==> src/rtl/int_ctrl.sv <==
// int_ctrl: multi-source interrupt controller with pending/mask registers,
// fixed-priority selection (source 0 highest) and a req/ack/eoi handshake
// towards the CPU control unit.
module int_ctrl #(
    parameter int unsigned N_SRC    = 8,
    parameter int unsigned DATA_W   = 16,
    parameter bit          EDGE_DET = 1'b1
) (
    input  logic              CLK,
    input  logic              Reset_n,
    input  logic [N_SRC-1:0]  Irq,
    input  logic              Write,
    input  logic [1:0]        Sel,
    input  logic [DATA_W-1:0] WData,
    output logic [DATA_W-1:0] RData,
    output logic              IntReq,
    input  logic              IntAck,
    output logic [3:0]        IntId,
    input  logic              IntEoi,
    output logic              InService
);

    typedef enum logic [1:0] {
        IDLE,
        REQ,
        SERVICE
    } state_t;

    state_t             state;
    logic [N_SRC-1:0]   mask;
    logic [N_SRC-1:0]   pend;
    logic [N_SRC-1:0]   irq_d;
    logic [N_SRC-1:0]   evt;
    logic [N_SRC-1:0]   sw_set;
    logic [N_SRC-1:0]   sw_clr;
    logic [N_SRC-1:0]   ack_clr;
    logic [N_SRC-1:0]   id_sel;
    logic [N_SRC-1:0]   active;
    logic               id_active;
    logic               ack_fire;
    logic [3:0]         enc;
    logic               enc_found;

    // Bits of WData above N_SRC carry no meaning for this block.
    generate
        if (DATA_W > N_SRC) begin : g_wdata_hi
            logic unused_wdata_hi;
            assign unused_wdata_hi = ^WData[DATA_W-1:N_SRC];
        end
    endgenerate

    assign evt      = EDGE_DET ? (Irq & ~irq_d) : Irq;
    assign sw_set   = (Write && Sel == 2'd2) ? WData[N_SRC-1:0] : '0;
    assign sw_clr   = (Write && Sel == 2'd1) ? WData[N_SRC-1:0] : '0;
    assign ack_fire = (state == REQ) && IntAck;
    assign active   = pend & mask;

    // One-hot decode of the latched IntId, used for ack-clear and withdrawal.
    always_comb begin
        id_sel = '0;
        for (int unsigned i = 0; i < N_SRC; i++) begin
            id_sel[i] = (IntId == 4'(i));
        end
    end

    assign ack_clr   = ack_fire ? id_sel : '0;
    assign id_active = |(active & id_sel);

    // Fixed-priority encoder: lowest set index of the active set wins.
    always_comb begin
        enc       = '0;
        enc_found = 1'b0;
        for (int unsigned i = 0; i < N_SRC; i++) begin
            if (!enc_found && active[i]) begin
                enc       = 4'(i);
                enc_found = 1'b1;
            end
        end
    end

    // Mask, pending and edge-history registers; set wins over clear.
    always_ff @(posedge CLK or negedge Reset_n) begin
        if (!Reset_n) begin
            mask  <= '0;
            pend  <= '0;
            irq_d <= '0;
        end else begin
            irq_d <= Irq;
            if (Write && Sel == 2'd0) begin
                mask <= WData[N_SRC-1:0];
            end
            pend <= (pend & ~(sw_clr | ack_clr)) | evt | sw_set;
        end
    end

    // Handshake FSM with registered IntReq/IntId/InService.
    always_ff @(posedge CLK or negedge Reset_n) begin
        if (!Reset_n) begin
            state     <= IDLE;
            IntReq    <= 1'b0;
            IntId     <= '0;
            InService <= 1'b0;
        end else begin
            case (state)
                IDLE: begin
                    if (|active) begin
                        IntId  <= enc;
                        IntReq <= 1'b1;
                        state  <= REQ;
                    end
                end
                REQ: begin
                    // Acknowledge beats a same-cycle withdrawal.
                    if (IntAck) begin
                        IntReq    <= 1'b0;
                        InService <= 1'b1;
                        state     <= SERVICE;
                    end else if (!id_active) begin
                        IntReq <= 1'b0;
                        state  <= IDLE;
                    end
                end
                SERVICE: begin
                    if (IntEoi) begin
                        InService <= 1'b0;
                        state     <= IDLE;
                    end
                end
                default: begin
                    IntReq    <= 1'b0;
                    InService <= 1'b0;
                    state     <= IDLE;
                end
            endcase
        end
    end

    // Combinational register read port.
    always_comb begin
        RData = '0;
        case (Sel)
            2'd0:    RData[N_SRC-1:0] = mask;
            2'd1:    RData[N_SRC-1:0] = pend;
            2'd2:    RData[N_SRC-1:0] = pend;
            default: RData[5:0]       = {InService, IntReq, IntId};
        endcase
    end

endmodule
==> config.mk <==
export PLATFORM = sky130hd
export DESIGN_NAME = int_ctrl
export DESIGN_NICKNAME = d
export VERILOG_FILES = /design/src/rtl/int_ctrl.sv
export SDC_FILE = /design/constraint.sdc
export NUM_CORES = 1
export LEC_CHECK = 0
export BUFFER_PORTS_ARGS = -buffer_cell sky130_fd_sc_hd__buf_2
export CAP_MARGIN = 10
export CORE_MARGIN = 5
export CORE_UTILIZATION = 40
export DETAILED_ROUTE_END_ITERATION = 10
export GPL_ROUTABILITY_DRIVEN = 0
export HOLD_SLACK_MARGIN = 0.1
export SKIP_CTS_REPAIR_TIMING = 1
export SYNTH_ARGS = -nofsm -noshare
export SYNTH_HDL_FRONTEND = slang
export SYNTH_SLANG_ARGS = --single-unit
==> constraint.sdc <==
create_clock -name CLK -period 2.8 [get_ports CLK]
set_input_delay 0.42 -clock CLK [delete_from_list [all_inputs] [get_ports CLK]]
set_output_delay 0.42 -clock CLK [all_outputs]
set_load 0.02 [all_outputs]
==> results by stage <==
Clock network:
- The clock insertion delay at the later pin of the skew report is around 280 ps.
- The TritonCTS buffer count is 5.
- For this design, the sink count on the clock tree is 31.
- The clock root buffer is sky130_fd_sc_hd__clkbuf_8.
- TritonCTS built the clock tree.
- Clock-pin slew was measured on the worst setup and hold paths at around 70 ps.
- The clock tree buffer depth is 2.
- The clock tree synthesis step divided the H-tree into 2 levels.

Layout:
- The post-layout net count is 243.
- Once layout is complete, the utilization of the core stands at 48.3%.
- Relative to the synthesized area, the layout overhead comes to 15.4%.
- The library cells used most frequently in the layout, excluding fill and tap cells, are sky130_fd_sc_hd__buf_2 (35), sky130_fd_sc_hd__nand2_1 (33), sky130_fd_sc_hd__dfrtp_1 (31), sky130_fd_sc_hd__a21oi_1 (10), sky130_fd_sc_hd__conb_1 (9).
- The post-route netlist has 26.9% of its cells at a drive strength greater than 1.
- The count of antenna diodes in the layout is 0.
- The library cell used most frequently in the layout, excluding fill and tap cells, is sky130_fd_sc_hd__buf_2.

STA:
- The highest attainable clock frequency is 506 MHz.
- Measured against its own limit, the worst slew margin works out to between 50% and 60%.
- Setup total negative slack on the finished layout was measured at 0 ps.
- The final clock skew is roughly 8.1 ps.
- On the final layout, the worst hold slack is about 180 ps.
- The pin slew with the least headroom to its limit is between 600 and 700 ps.
- The setup violation total in the final timing report is 0.
- The count of endpoints failing hold in the final timing report was 0.
- Setup slack closes at 824 ps.
- Setup repair after global routing left no endpoint under its margin.
- In the finished design, the share of the clock period the worst path needs comes to between 70% and 80%.
- The final number of max-transition violations is 0.
- The worst path in the final design needs a cycle of about 2000 ps, including I/O delays and setup.

Global route:
- The number of global-route vias before repair is ~1400.
- The total congestion overflow is 0.
- For this run, the total global-route usage over all layers was measured as 15.5%.
- The number of antenna violations at the first check in global routing is 0.
- Entering global routing, the biggest net connects 32 pins.
- The wire length of the first global-routing pass is approximately 6500 um.

Critical path:
- The cell repeated most along the worst path is sky130_fd_sc_hd__buf_2.
- The peak fanout along the critical path is 8.
- The critical path is of the input pin to primary output type.
- The worst setup path is captured at a primary output.
- For the worst setup path, the data arrival time is approximately 1600 ps.
- Traced cell by cell, the critical path runs through buf_2, inv_1, ha_1, a221oi_1, a21oi_1, buf_2.
- On the worst path, the slowest cell contributes a delay of roughly 400 ps.
- The slowest stage of the critical path belongs to the cell sky130_fd_sc_hd__ha_1.
- At the worst endpoint, the required time is 2380 ps.
- The startpoint class of the critical path is an input pin.

Drt:
- The number of iterations in the first detailed-routing pass is 4.
- The number of DRC violations after detailed routing is 0.
- The post-detailed-route via-to-cell ratio is roughly 5.4.
- In the final routed layout, each cell accounts on average for approximately 15 um.
- The number of design-rule violations left by the first detailed-router iteration is 68.
- Wires add up to ~4000 um.
- The number of nets with antenna violations after detailed routing is 0.
- The via total after detailed routing is 1396.

Power and ir drop:
- The peak ir drop on the vdd network is 438 uV.
- The analysis attributes to cell leakage a power of ~0.88 nW.
- The total power density per cell area is 823 nW/um^2.

Floorplanning:
- The row count is 23.
- The floorplan die height is 75.2 um.
- Once the floorplan was initialized, standard cells occupied roughly two fifths of the core.
- The floorplan die area is 5650 sq um.
- The total I/O pin count is 53.
- The core region is ~4100 sq um.
- The horizontal extent of the die is 75.2 um.

Placement:
- Once detailed placement completed, the half-perimeter wirelength came to 2970 um.
- The post-placement worst setup slack is about 830 ps.
- Buffers placed on the I/O ports in this run total 35.

Yosys:
- The post-synthesis register bit count is 31.
- Synthesis produced 174 cells.
- The average instance in the mapped netlist occupies approximately 10 sq um.
- For this run, the register share of the synthesized area comes to a little under half.
- The number of warnings reported in the yosys synthesis log is 0.
- The post-synthesis instance area is about 1700 sq um.
- The distinct cell type count after synthesis is 36.

Min path:
- In this run the worst hold path is classified as input pin to async pin.

Flow run:
- The tool flagged a number of max-cap violations equal to 0.

Status:
- The run finished with clean final reports.
## worst max-delay path: cells and delay by family
kind / cells / cell delay (ps)
fa+ha+maj: 1 / 410
compound gates: 2 / 380
buf+inv: 3 / 330
## path summary, 6_finish.rpt
check,endpoint,depth (start not counted),start,slack [ps]
setup / recovery,RData[0],6,Sel[0],820
hold / removal,irq_d[6],1,Reset_n,180
setup reg to reg,IntId[0],4,mask[3],1060
hold reg to reg,InService,2,InService,520
max in group asynchronous,pend[5],1,Reset_n,2170
min in group CLK,irq_d[4],1,Irq[4],250
## per-layer routing
| metal | up-vias | global-route usage [%] | wire length [um] |
|---|---|---|---|
| met3 | 9 | 4.41 | 283 |
| li1 | 674 | - | - |
| met4 | 0 | 7.57 | 94 |
| met2 | 44 | 24.7 | 1860 |
| met5 | - | 0 | 0 |
| met1 | 669 | 19.3 | 1740 |
## cell usage after synthesis
cell	count	share of area (%)
sky130_fd_sc_hd__buf_1	2	0.44
sky130_fd_sc_hd__nand4bb_1	1	0.66
sky130_fd_sc_hd__and2_1	2	0.74
sky130_fd_sc_hd__a31oi_1	1	0.37
sky130_fd_sc_hd__o21ai_0	6	1.8
sky130_fd_sc_hd__nand4b_1	2	1.0
sky130_fd_sc_hd__a22o_1	5	2.6
sky130_fd_sc_hd__a221oi_1	1	0.52
sky130_fd_sc_hd__nor3_1	1	0.29
sky130_fd_sc_hd__dfrtp_1	31	46
sky130_fd_sc_hd__o31ai_1	2	0.88
sky130_fd_sc_hd__a22oi_1	8	3.5
sky130_fd_sc_hd__o211ai_1	8	3.5
sky130_fd_sc_hd__a22o_4	1	1.0
sky130_fd_sc_hd__nand2b_1	3	1.1
sky130_fd_sc_hd__mux2_2	8	5.3
sky130_fd_sc_hd__inv_1	4	0.88
sky130_fd_sc_hd__o221ai_1	1	0.52
sky130_fd_sc_hd__nand4_1	1	0.37
sky130_fd_sc_hd__a21oi_1	10	2.9
sky130_fd_sc_hd__a32o_2	1	0.66
sky130_fd_sc_hd__a21boi_0	1	0.44
sky130_fd_sc_hd__ha_1	4	2.9
sky130_fd_sc_hd__o311ai_0	1	0.52
sky130_fd_sc_hd__nand2_1	33	7.3
sky130_fd_sc_hd__clkbuf_1	5	1.1
sky130_fd_sc_hd__nand3b_1	1	0.44
sky130_fd_sc_hd__o41ai_4	1	1.6
sky130_fd_sc_hd__o41ai_1	1	0.52
sky130_fd_sc_hd__o2111ai_1	1	0.52
sky130_fd_sc_hd__nor2b_1	8	2.9
sky130_fd_sc_hd__or2_2	2	0.74
sky130_fd_sc_hd__conb_1	1	0.22
sky130_fd_sc_hd__buf_4	9	4.0
sky130_fd_sc_hd__nor2_1	6	1.3
sky130_fd_sc_hd__a22o_2	1	0.59
## state kept, by name (all words and copies together) (netlist names)
name	flops
IntReq	1
pend	8
InService	1
mask	8
state	2
IntId	3
irq_d	8
## power breakdown
| part | switching, mW | total (mW) | internal (mW) | leakage (nW) |
|---|---|---|---|---|
| Sequential | 0.133 | 0.680 | 0.547 | 0.352 |
| Combinational | 0.332 | 0.582 | 0.250 | 0.484 |
| Clock | 0.159 | 0.351 | 0.192 | 0.0470 |
| Total | 0.624 | 1.61 | 0.989 | 0.883 |
## cell type report
cell class                 instances  area, sq um
fill                             388         2100
multi-input combinational        131          845
sequential                        31          776
timing repair buffer              35          175
clock buffer                       6         82.6
tap                               50         62.6
inverter                           4         15.0
clock inverter                     1         5.00
## logic make-up (layout without fill, tap and decap cells)
family	after synthesis	count (layout)	synth area share (%)
compound gates	50	50	22.5
fa+ha+maj	4	4	2.95
buf+inv	20	46	6.41
flops	31	31	45.7
mux	8	8	5.30
other cells	1	9	0.221
simple gates	60	60	16.9
## per-stage QoR
step | instance area [sq um] | instances | power, mW
after floorplan | 1730 | 182 | 1.09
after global placement | 1870 | 251 | 1.25
after detailed placement | 1870 | 251 | 1.27
after CTS | 1960 | 258 | 1.63
after global routing | 1960 | 258 | 1.72
final | 1960 | 258 | 1.61
No activity file was read; power rests on OpenSTA's default activity.
